[config.mk]
export PLATFORM = sky130hd
export DESIGN_NAME = seq_tx_1010
export DESIGN_NICKNAME = d
export VERILOG_FILES = /design/src/rtl/seq_tx_1010.sv
export SDC_FILE = /design/constraint.sdc
export NUM_CORES = 1
export LEC_CHECK = 0
export CAP_MARGIN = 40
export CORE_ASPECT_RATIO = 0.6
export CORE_MARGIN = 3
export CORE_UTILIZATION = 30
export DETAILED_ROUTE_END_ITERATION = 10
export PLACE_DENSITY = 0.48
export SLEW_MARGIN = 25
export SYNTH_ARGS = -nofsm -noshare
export SYNTH_HDL_FRONTEND = slang
export SYNTH_SLANG_ARGS = --single-unit
[constraint.sdc]
create_clock -name clk -period 4.64 [get_ports clk]
set_clock_uncertainty 0.15 [all_clocks]
set_input_delay 1.392 -clock clk [delete_from_list [all_inputs] [get_ports clk]]
set_output_delay 1.392 -clock clk [all_outputs]
set_load 0.05 [all_outputs]
[src/rtl/seq_tx_1010.sv]
// Serial frame transmitter: 1010 preamble, MSB-first payload, then GAP_CYCLES idle zeros.
// Optional even-parity bit after the payload when SEQ_TX_PARITY_EN is defined.
module seq_tx_1010 #(
    parameter int DATA_WIDTH = 8,
    parameter int GAP_CYCLES = 2
) (
    input  logic                  clk,
    input  logic                  reset,
    input  logic [DATA_WIDTH-1:0] tx_data,
    input  logic                  tx_valid,
    output logic                  tx_ready,
    output logic                  data_out,
    output logic                  frame_active,
    output logic                  frame_done
);
    // Handshake: a word transfers on a rising edge where tx_valid && tx_ready;
    // tx_ready is high only in IDLE, tx_data is sampled only on that edge.

    localparam int M1 = (DATA_WIDTH > 4) ? DATA_WIDTH : 4;
    localparam int M2 = (GAP_CYCLES > M1) ? GAP_CYCLES : M1;
    localparam int CW = $clog2(M2 + 1);
    localparam logic [CW-1:0] C_ONE  = CW'(1);
    localparam logic [CW-1:0] C_PRE  = CW'(3);
    localparam logic [CW-1:0] C_DATA = CW'(DATA_WIDTH - 1);
    localparam logic [CW-1:0] C_GAP  = CW'((GAP_CYCLES > 0) ? GAP_CYCLES - 1 : 0);

    typedef enum logic [2:0] {
        IDLE = 3'd0,
        PRE  = 3'd1,
        DATA = 3'd2,
        PAR  = 3'd3,
        GAP  = 3'd4
    } state_t;

    state_t                state, state_next;
    logic [CW-1:0]         cnt, cnt_next;
    logic [DATA_WIDTH-1:0] shift, shift_next;
    logic                  dout_next, fa_next, fd_next;
`ifdef SEQ_TX_PARITY_EN
    logic                  par_q, par_next;
    localparam bit HAS_PAR = 1'b1;
`else
    localparam bit HAS_PAR = 1'b0;
`endif

    assign tx_ready = (state == IDLE);

    // Outputs are computed for the state being entered and registered with it,
    // so data_out/frame_active/frame_done always line up with the current state.
    always_comb begin
        state_next = state;
        cnt_next   = cnt;
        shift_next = shift;
        dout_next  = 1'b0;
        fa_next    = 1'b0;
        fd_next    = 1'b0;
`ifdef SEQ_TX_PARITY_EN
        par_next   = par_q;
`endif
        case (state)
            IDLE: begin
                if (tx_valid) begin
                    state_next = PRE;
                    cnt_next   = C_PRE;
                    shift_next = tx_data;
`ifdef SEQ_TX_PARITY_EN
                    par_next   = ^tx_data;
`endif
                    dout_next  = 1'b1;
                    fa_next    = 1'b1;
                end
            end
            PRE: begin
                fa_next = 1'b1;
                if (cnt == '0) begin
                    state_next = DATA;
                    cnt_next   = C_DATA;
                    dout_next  = shift[DATA_WIDTH-1];
                    shift_next = shift << 1;
                    fd_next    = !HAS_PAR && (DATA_WIDTH == 1);
                end else begin
                    cnt_next  = cnt - C_ONE;
                    // Remaining preamble count 3,2,1 precedes bits 0,1,0.
                    dout_next = ~cnt[0];
                end
            end
            DATA: begin
                if (cnt == '0) begin
`ifdef SEQ_TX_PARITY_EN
                    state_next = PAR;
                    dout_next  = par_q;
                    fa_next    = 1'b1;
                    fd_next    = 1'b1;
`else
                    if (GAP_CYCLES != 0) begin
                        state_next = GAP;
                        cnt_next   = C_GAP;
                    end else begin
                        state_next = IDLE;
                    end
`endif
                end else begin
                    cnt_next   = cnt - C_ONE;
                    dout_next  = shift[DATA_WIDTH-1];
                    shift_next = shift << 1;
                    fa_next    = 1'b1;
                    fd_next    = !HAS_PAR && (cnt == C_ONE);
                end
            end
`ifdef SEQ_TX_PARITY_EN
            PAR: begin
                if (GAP_CYCLES != 0) begin
                    state_next = GAP;
                    cnt_next   = C_GAP;
                end else begin
                    state_next = IDLE;
                end
            end
`endif
            GAP: begin
                if (cnt == '0) state_next = IDLE;
                else           cnt_next   = cnt - C_ONE;
            end
            default: begin
                state_next = IDLE;
                cnt_next   = '0;
                shift_next = '0;
            end
        endcase
    end

    always_ff @(posedge clk) begin
        if (reset) begin
            state        <= IDLE;
            cnt          <= '0;
            shift        <= '0;
            data_out     <= 1'b0;
            frame_active <= 1'b0;
            frame_done   <= 1'b0;
`ifdef SEQ_TX_PARITY_EN
            par_q        <= 1'b0;
`endif
        end else begin
            state        <= state_next;
            cnt          <= cnt_next;
            shift        <= shift_next;
            data_out     <= dout_next;
            frame_active <= fa_next;
            frame_done   <= fd_next;
`ifdef SEQ_TX_PARITY_EN
            par_q        <= par_next;
`endif
        end
    end

endmodule

Yosys cells after proc, flatten, opt, wreduce, memory -nomap -nowiden
Cells that the tools add are included.

Flip-flop bits (word level): 18. Input bits: 11. Output and inout bits: 4. Word-level logic and storage cells: 46.

$add $sub $neg: 1. Eq/ne operators: 10. Muxes and demuxes: 20. Bitwise operators: 3. Reductions and logical operators: 6.

Operators by type and width (count): 8-bit one-hot mux with 4 select lines (1); 8-bit 2-to-1 mux (3); 4-bit 2-to-1 mux (4); 4-bit one-hot mux with 4 select lines (1); 3-bit 2-to-1 mux (4); 2-bit inequality test, second input constant (6); 3-bit one-hot mux with 4 select lines (1); 4-bit AND reduction (2); 1-bit one-hot mux with 3 select lines (2); 4-bit by 1-bit == test with 1-bit output, second input constant (1); 4-bit zero test (1); 1-bit 2-to-1 mux (4); 4-bit by 1-bit subtractor with 4-bit output, second input constant (1); 3-bit by 1-bit == test with 1-bit output, second input constant (1); 3-bit by 2-bit == test with 1-bit output, second input constant (1); 3-bit == test, second input constant (1); 3-bit zero test (1); 1-bit NOT (3); 3-bit OR reduction (1); 2-bit AND reduction (1).

Longest topological paths before layout
Gate-level depths: netlist of the first run.

Word-level depth: 3. Mapped depth: 7. Depth with buffers taken out: 6.

Least setup slack after synthesis of the first run
OpenSTA, ideal clock, no wires.

Path kind: register to output. Start point: register state[1]. End point: output port tx_ready. Arrival time: 1.251 ns. Setup slack: 1.847 ns. Stages on the path, launching flop included: 3. Buffers on the path: 1. Cells stage by stage: dfxtp_1 buf_2 nor3_2.

Cells in the longest elaborated chain, start to end: 1.

Ends and longest elaborated chain: from (decl) (line 35) `state_t state, state_next;`; from (signal assigned) (line 144) `state <= state_next;`; 3-bit zero test (line 46) `assign tx_ready = (state == IDLE);`; to (decl) (line 11) `output logic tx_ready,`.

Every way passes these cells.

Worst setup path in the final report of the first run
Start point: register state[0]. End point: output port tx_ready.

The elaborated chain is that of the path after synthesis.

==> results.sh, run 1 <==
export IMPL_diodes=0
export IMPL_drtIter0Drc=99
export IMPL_post_cts_resized=0
export IMPL_rsz0062_at_grt="no"
export IMPL_ys_types=43
export IMPL_synth_main_ff_cell="dfxtp_1"
export IMPL_p_sw_uw=207
export IMPL_cts_tree="built"
export IMPL_synthArstFlopShare_pct=0
export IMPL_power_share_combinational_pct=37.5
export IMPL_vias=1070
export IMPL_grt_overflow=0
export IMPL_p_seq_share_pct=37.9
export IMPL_start_kind="register"
export IMPL_antenna_found_initial=0
export IMPL_internal_power_uw=340
export IMPL_peakVddDrop_mv=0.129
export IMPL_post_cts_buffers=0
export IMPL_synth_warnings=0
export IMPL_wl_um=2950
export IMPL_cap_viol_max_count=0
export IMPL_netlist_area_um2=1110
export IMPL_power_density_nw_per_um2=411
export IMPL_hold_viol_final=0
export IMPL_path_class="register to output pin"
export IMPL_grt_pass1_wl_um=4920
export IMPL_worstPathMaxFanout=24
export IMPL_grt_pass1_vias=990
export IMPL_cts_root_buffer="clkbuf_8"
export IMPL_num_io_pins=15
export IMPL_grt_use_total_pct=14.1
export IMPL_finalMaxSlewViolations=0
export IMPL_viasPerCell=5.66
export IMPL_core_region_area_um2=3380
export IMPL_cp_arrival_ps=2130
export IMPL_io_buffers=14
export IMPL_layout_drive_gt1_share_pct=6.94
export IMPL_fillers=353
export IMPL_synth_edf_count=0
export IMPL_timing_fmax_mhz=272
export IMPL_hpwl_um=2040
export IMPL_hold_class="register to register"
export IMPL_clk_path_buf_depth=2
export IMPL_worstPathCellList="nor3_2 > clkdlybuf4s50_1"
export IMPL_die_area_um2=4480
export IMPL_die_x_um=84.4
export IMPL_slew_headroom_pct=44.9
export IMPL_postRouteAntennaNets=0
export IMPL_critical_path_max_stage_delay_ps=870
export IMPL_status="finished, final reports clean"
export IMPL_drtPass1Iterations=5
export IMPL_rrSetupSlack_ps=2340
export IMPL_tns_ps=0
export IMPL_worst_pin_slew_ps=826
export IMPL_rows=16
export IMPL_fin_nets=158
export IMPL_remaining_drc_errors=0
export IMPL_die_h_um=53.0
export IMPL_syn_to_final_growth_pct=20.5
export IMPL_numCtsBuffers=3
export IMPL_wire_per_inst_um=15.6
export IMPL_setup_viol_count_final=0
export IMPL_avgSynthCellArea_um2=8.25
export IMPL_postSynthCellCount=134
export IMPL_place_area_um2=1260
export IMPL_yosys_register_bits=18
export IMPL_clock_latency_ps=260
export IMPL_period_minus_slack_ps=3670
export IMPL_grt_max_degree=25
export IMPL_total_power_uw=547
export IMPL_p_leak_uw=0.000462
export IMPL_post_route_period_util_pct=79.1
export IMPL_synth_fp_nets=147
export IMPL_clkSlewWorstSetupHoldPaths_ps=80
export IMPL_yosysSeqAreaShare_pct=32.6
export IMPL_postCtsHoldBufs=0
export IMPL_clock_power_share_pct=24.6
export IMPL_cts_sinks=18
export IMPL_cp_end_kind="output pin"
export IMPL_required_ps=3100
export IMPL_swShare_pct=37.9
export IMPL_htree_levels=1
export IMPL_initial_core_util_pct=32.7
export IMPL_routabilityCongestion=0.734
export IMPL_final_cell_area_um2=1330
export IMPL_slowest_stage="clkdlybuf4s50_1"
[routing by layer]
layer / share of wire [%] / track usage, %
met1: 52 / 20.3
met2: 40 / 20.3
met3: 7.1 / 4.51
met4: 0.41 / 3.16
met5: 0 / 0
[worst paths after layout]
path | from | end | cells after the start
max | state[0] | tx_ready | 2
min | shift[5] | shift[5] | 2
max reg2reg | state[0] | shift[1] | 4
min reg2reg | shift[5] | shift[5] | 2
[registers in the layout, summed over array words and instances (netlist names)]
signal and cells:
cnt 4, data_out 1, frame_active 1, frame_done 1, shift 8, state 3
[stage by stage]
step / utilization, % / hold WS (ps) / std cells / setup slack [ps]
2_1_floorplan: - / 309 / 134 / 1850
3_3_place_gp: 37.3 / 326 / 184 / 1270
3_5_place_dp: 37.3 / 327 / 184 / 1210
4_1_cts: 38.9 / 340 / 188 / 920
5_1_grt: 39.4 / 380 / 189 / 849
6_report: 39.4 / 338 / 189 / 968
[kinds of logic after synthesis]
| family | after synthesis | synth area share, % |
|---|---|---|
| multiplexers | 7 | 7.92 |
| XOR/XNOR | 2 | 1.58 |
| adder cells (fa/ha/maj) | 2 | 2.26 |
| flip-flops | 18 | 32.6 |
| AO/OA/AOI/OAI | 49 | 28.3 |
| AND/OR/NAND/NOR | 41 | 21.4 |
| buffers and inverters | 15 | 6.00 |
[worst max-delay path, delay by kind of cell, from the launching register on]
kind | cells | cell delay [ps]
AND/OR/NAND/NOR | 1 | 420
buffers and inverters | 1 | 870
flip-flops | 1 | 580
[power by group through the flow]
stage / combinational (uW) / clock (uW) / sequential [uW]
final: 205 / 135 / 208
after global routing: 226 / 145 / 213
after CTS: 198 / 138 / 210
after detailed placement: 197 / 0 / 214
after global placement: 195 / 0 / 213
after floorplan: 154 / 0 / 205
[layout by cell type, fill, tap and decap left out, types with 3 or more instances in the layout]
cell type	count
nor3b_1	3
o21ai_0	4
inv_1	4
mux2i_1	5
a21oi_1	13
nand4_1	8
clkdlybuf4s50_1	14
o2bb2ai_1	5
o21ai_1	11
dfxtp_1	18
clkbuf_8	4
nor3_1	3
nor2_1	8
nor2b_1	4
nand2_1	3
[cell usage after synthesis, types with 2 or more instances]
library cell	count	area (um^2)
buf_2	2	10.0
ha_1	2	25.0
dfxtp_1	18	360
a21oi_1	13	65.1
nand2b_1	2	12.5
clkbuf_1	5	18.8
mux2i_1	5	50.1
o21ai_0	4	20.0
and2_1	2	12.5
nor2_1	8	30.0
nor3b_1	3	22.5
nand3_1	2	10.0
nor3_1	3	15.0
o2bb2ai_1	5	43.8
a22o_1	2	17.5
a31oi_1	2	12.5
xor2_1	2	17.5
nor2b_1	4	25.0
nand4_1	8	50.1
inv_1	4	15.0
nand2_1	3	11.3
o31ai_1	2	15.0
a221oi_1	2	17.5
o21ai_1	11	55.1
buf_1	2	7.51
[cell type report]
cell class                 count  area [um^2]  share of cell area [%]
inverter                       5         18.8                    1.41
tap                           45         56.3                    4.23
sequential                    18          360                    27.0
timing repair buffer          16          163                    12.2
clock buffer                   4         55.1                    4.13
multi-input combinational    101          679                    51.0
Note: power is estimated with default switching activity, not from simulation.
==> run 2, diff against run 1 <==
==> constraint.sdc (replaced) <==
create_clock -name clk -period 3.46 [get_ports clk]
set_clock_uncertainty 0.15 [all_clocks]
set_input_delay 1.038 -clock clk [delete_from_list [all_inputs] [get_ports clk]]
set_output_delay 1.038 -clock clk [all_outputs]
set_load 0.05 [all_outputs]
==> results.sh, run 2 (synthesis gave the netlist of run 1 again) <==
export IMPL_setup_viol_count_final=0
export IMPL_clk_path_buf_depth=2
export IMPL_timing_fmax_mhz=337
export IMPL_layout_drive_gt1_share_pct=8.22
export IMPL_grt_pass1_wl_um=4890
export IMPL_clock_latency_ps=260
export IMPL_cts_tree="built"
export IMPL_critical_path_max_stage_delay_ps=860
export IMPL_grt_pass1_vias=973
export IMPL_power_share_combinational_pct=41.5
export IMPL_fillers=354
export IMPL_htree_levels=1
export IMPL_endpoint="tx_ready"
export IMPL_hold_depth=2
export IMPL_antenna_found_initial=0
export IMPL_crit_cells=2
export IMPL_required_ps=2270
export IMPL_die_h_um=53.0
export IMPL_vias=1046
export IMPL_die_area_um2=4480
export IMPL_hold_viol_final=0
export IMPL_num_io_pins=15
export IMPL_total_power_uw=703
export IMPL_post_cts_resized=0
export IMPL_reg2reg_depth=6
export IMPL_multiInputGateArea_um2=679
export IMPL_wl_um=2810
export IMPL_place_area_um2=1290
export IMPL_hold_class="register to register"
export IMPL_rsz0062_at_grt="no"
export IMPL_cp_top_family="buffers and inverters"
export IMPL_fin_nets=161
export IMPL_grt_overflow=0
export IMPL_die_x_um=84.4
export IMPL_post_route_period_util_pct=85.7
export IMPL_peakVddDrop_mv=0.217
export IMPL_cts_sinks=18
export IMPL_tns_ps=0
export IMPL_cap_viol_max_count=0
export IMPL_wire_per_inst_um=14.7
export IMPL_r2r_end="shift[2]"
export IMPL_hpwl_um=2050
export IMPL_start_kind="register"
export IMPL_diodes=0
export IMPL_grt_max_degree=24
export IMPL_top_regs="shift (8), cnt (4), state (3)"
export IMPL_postCtsHoldBufs=0
export IMPL_core_region_area_um2=3380
export IMPL_numCtsBuffers=3
export IMPL_cts_root_buffer="clkbuf_8"
export IMPL_syn_to_final_growth_pct=20.6
export IMPL_top_register="shift"
export IMPL_viasPerCell=5.48
export IMPL_period_minus_slack_ps=2960
export IMPL_p_leak_uw=0.000468
export IMPL_remaining_drc_errors=0
export IMPL_final_cell_area_um2=1330
export IMPL_regArea_um2=360
export IMPL_slew_headroom_pct=54.0
export IMPL_hold_slack_ps=343
export IMPL_worstPathMaxFanout=4
export IMPL_power_density_nw_per_um2=527
export IMPL_swShare_pct=38.3
export IMPL_drtPass1Iterations=4
export IMPL_finalMaxSlewViolations=0
export IMPL_clkSlewWorstSetupHoldPaths_ps=70
export IMPL_grt_use_total_pct=14.3
export IMPL_timing_rr_start="cnt[0]"
export IMPL_worst_pin_slew_ps=688
export IMPL_path_class="register to output pin"
export IMPL_drtIter0Drc=113
export IMPL_layout_commonest_cell="dfxtp_1"
export IMPL_layout_common_cells="dfxtp_1, clkdlybuf4s50_1, a21oi_1, o21ai_1"
export IMPL_slowest_stage="clkdlybuf4s50_1"
export IMPL_clock_power_share_pct=21.3
export IMPL_worstPathCellList="nor3_2 > clkdlybuf4s50_1"
export IMPL_post_cts_buffers=0
export IMPL_p_sw_uw=269
export IMPL_startpoint="state[0]"
export IMPL_cp_end_kind="output pin"
export IMPL_status="finished, final reports clean"
export IMPL_postRouteAntennaNets=0
export IMPL_largest_reg_flops=8
export IMPL_internal_power_uw=434
export IMPL_io_buffers=14
export IMPL_p_seq_share_pct=37.2
export IMPL_rrSetupSlack_ps=1260
export IMPL_crit_buf_inv=1
export IMPL_routabilityCongestion=0.791
export IMPL_initial_core_util_pct=32.7
export IMPL_rows=16
export IMPL_cp_arrival_ps=1780
run 2: cell types whose count changed in the layout (fill, tap and decap cells not counted), sizes merged:
cell | before | now
clkbuf | 4 | 3
buf | 2 | 5
run 2: worst min-delay path, cell delays in order (launching register included):
cell,delay (ps)
dfxtp_1,310
o21ai_1,70
a21oi_1,70
run 2: area by class of cell:
type	instances	share of cell area [%]
Clock buffer	3	3.10
Multi-Input combinational cell	101	50.9
Tap cell	45	4.22
Timing Repair Buffer	19	13.3
Inverter	5	1.41
Sequential cell	18	27.0
run 2: power by group through the flow:
stage | sequential (uW) | clock [uW] | combinational [uW]
2_1_floorplan | 274 | 0 | 206
3_3_place_gp | 265 | 0 | 290
3_5_place_dp | 265 | 0 | 289
4_1_cts | 261 | 153 | 290
5_1_grt | 266 | 165 | 324
6_report | 262 | 149 | 292
run 2: worst min-delay path by stage:
stage,startpoint,endpoint,slack (ps)
after CTS,shift[6],shift[6],340
final,shift[5],shift[5],340
after detailed placement,shift[6],shift[6],330
after global routing,shift[6],shift[6],360
after floorplan,shift[5],shift[5],310
after global placement,shift[6],shift[6],330
run 2: per-stage QoR:
stage | cells | setup WS, ps | util [%]
finish | 191 | 495 | 39.4
global route | 191 | 440 | 39.4
CTS | 191 | 493 | 39.4
detailed placement | 188 | 779 | 38.2
global placement | 188 | 782 | 38.2
floorplan | 134 | 1020 | -
run 2: routing by layer:
metal / vias up / wire (um) / track usage (%)
li1: 535 / - / -
met1: 473 / 1550 / 21.8
met2: 36 / 1050 / 18.5
met3: 2 / 200 / 4.82
met4: 0 / 8 / 3.16
met5: - / 0 / 0
==> run 3, diff against run 2 <==
--- a/config.mk
+++ b/config.mk
@@ -7,7 +7,7 @@
 export LEC_CHECK = 0
 export CAP_MARGIN = 40
 export CORE_ASPECT_RATIO = 0.6
-export CORE_MARGIN = 3
+export CORE_MARGIN = 2
 export CORE_UTILIZATION = 30
 export DETAILED_ROUTE_END_ITERATION = 10
 export PLACE_DENSITY = 0.48
==> results.sh, run 3 (synthesis gave the netlist of run 1 again) <==
export IMPL_postCtsHoldBufs=0
export IMPL_setup_viol_count_final=0
export IMPL_p_seq_share_pct=35.9
export IMPL_remaining_drc_errors=0
export IMPL_clk_path_buf_depth=2
export IMPL_largest_reg_flops=8
export IMPL_p_sw_uw=274
export IMPL_wire_per_inst_um=15.0
export IMPL_internal_power_uw=457
export IMPL_io_buffers=14
export IMPL_cts_root_buffer="clkbuf_8"
export IMPL_hpwl_um=2070
export IMPL_cp_arrival_ps=1790
export IMPL_status="finished, final reports clean"
export IMPL_post_cts_buffers=0
export IMPL_critical_path_max_stage_delay_ps=870
export IMPL_rows=17
export IMPL_power_density_nw_per_um2=542
export IMPL_top_regs="shift (8), cnt (4), state (3)"
export IMPL_layoutNonFillerInstCount=194
export IMPL_viasPerCell=5.58
export IMPL_slew_headroom_pct=50.7
export IMPL_rsz0062_at_grt="no"
export IMPL_dp_cells=190
export IMPL_initial_core_util_pct=30.8
export IMPL_path_class="register to output pin"
export IMPL_routabilityCongestion=0.788
export IMPL_worstPathCellList="nor3_2 > clkdlybuf4s50_1"
export IMPL_peakVddDrop_mv=0.174
export IMPL_die_h_um=51.0
export IMPL_grt_pass1_vias=917
export IMPL_diodes=0
export IMPL_postRouteAntennaNets=0
export IMPL_cts_sinks=18
export IMPL_layout_commonest_cell="dfxtp_1"
export IMPL_clkSlewWorstSetupHoldPaths_ps=80
export IMPL_grt_pass1_wl_um=4730
export IMPL_vias=1083
export IMPL_syn_to_final_growth_pct=22.1
export IMPL_swShare_pct=37.5
export IMPL_top_register="shift"
export IMPL_antenna_found_initial=0
export IMPL_num_io_pins=15
export IMPL_worst_pin_slew_ps=738
export IMPL_tns_ps=0
export IMPL_drtPass1Iterations=4
export IMPL_timing_fmax_mhz=336
export IMPL_grt_max_degree=24
export IMPL_required_ps=2270
export IMPL_cap_viol_max_count=0
export IMPL_clock_power_share_pct=24.3
export IMPL_post_route_period_util_pct=85.9
export IMPL_cts_tree="built"
export IMPL_fin_nets=161
export IMPL_cp_end_kind="output pin"
export IMPL_layout_common_cells="dfxtp_1, clkdlybuf4s50_1, a21oi_1, o21ai_1"
export IMPL_die_area_um2=4200
export IMPL_p_leak_uw=0.000476
export IMPL_worstPathMaxFanout=4
export IMPL_wl_um=2910
export IMPL_start_kind="register"
export IMPL_die_x_um=82.4
export IMPL_grt_use_total_pct=15.1
export IMPL_finalMaxSlewViolations=0
export IMPL_core_region_area_um2=3590
export IMPL_grt_overflow=0
export IMPL_drtIter0Drc=83
export IMPL_htree_levels=1
export IMPL_power_share_combinational_pct=39.8
export IMPL_post_cts_resized=0
export IMPL_hold_class="register to register"
export IMPL_period_minus_slack_ps=2970
export IMPL_slowest_stage="clkdlybuf4s50_1"
export IMPL_hold_viol_final=0
export IMPL_clock_latency_ps=260
export IMPL_numCtsBuffers=3
export IMPL_layout_drive_gt1_share_pct=8.84
-- run 3: stage by stage --
stage               hold slack [ps]  setup slack (ps)  instance area [um^2]  total power (uW)  utilization, %
floorplan                       309              1020                  1110               481               -
global placement                320               736                  1290               556            36.0
detailed placement              326               762                  1290               555            36.0
CTS                             338               476                  1350               731            37.6
global route                    386               438                  1350               778            37.6
finish                          341               486                  1350               732            37.6
-- run 3: path summary, 6_finish.rpt --
path                                from        to  slack [ps]  cells after the start
worst max register to register    cnt[0]  shift[5]        1250                      6
worst min register to register  shift[6]  shift[6]         340                      2
worst max-delay path            state[0]  tx_ready         490                      2
worst min-delay path            shift[6]  shift[6]         340                      2
-- run 3: cell type report --
class,instances,area (um^2)
clock buffers,4,55.1
multi-input cells,101,679
flip-flops and latches,18,360
inverters,5,18.8
well taps,47,58.8
fillers,372,2240
repair buffers,19,178
-- run 3: power groups by stage --
| stage | Sequential [uW] | Combinational [uW] | Clock, uW |
|---|---|---|---|
| final | 263 | 291 | 178 |
| after global routing | 267 | 322 | 189 |
| after CTS | 262 | 290 | 179 |
| after detailed placement | 267 | 289 | 0 |
| after global placement | 266 | 289 | 0 |
| after floorplan | 274 | 206 | 0 |
-- run 3: critical path: cells and delay by family, from the launching register on --
kind,cells,cell delay [ps]
buffers and inverters,1,870
and+or+nand+nor,1,330
DFF,1,320
-- run 3: routing by layer --
metal  wire, um  up-vias  GRT usage (%)  share of wire [%]
met3        173        2           5.48                5.9
met5          0        -              0                  0
met2       1180       32           18.8                 40
met1       1550      515           24.3                 53
li1           -      534              -                  -
met4         10        0           1.67               0.34
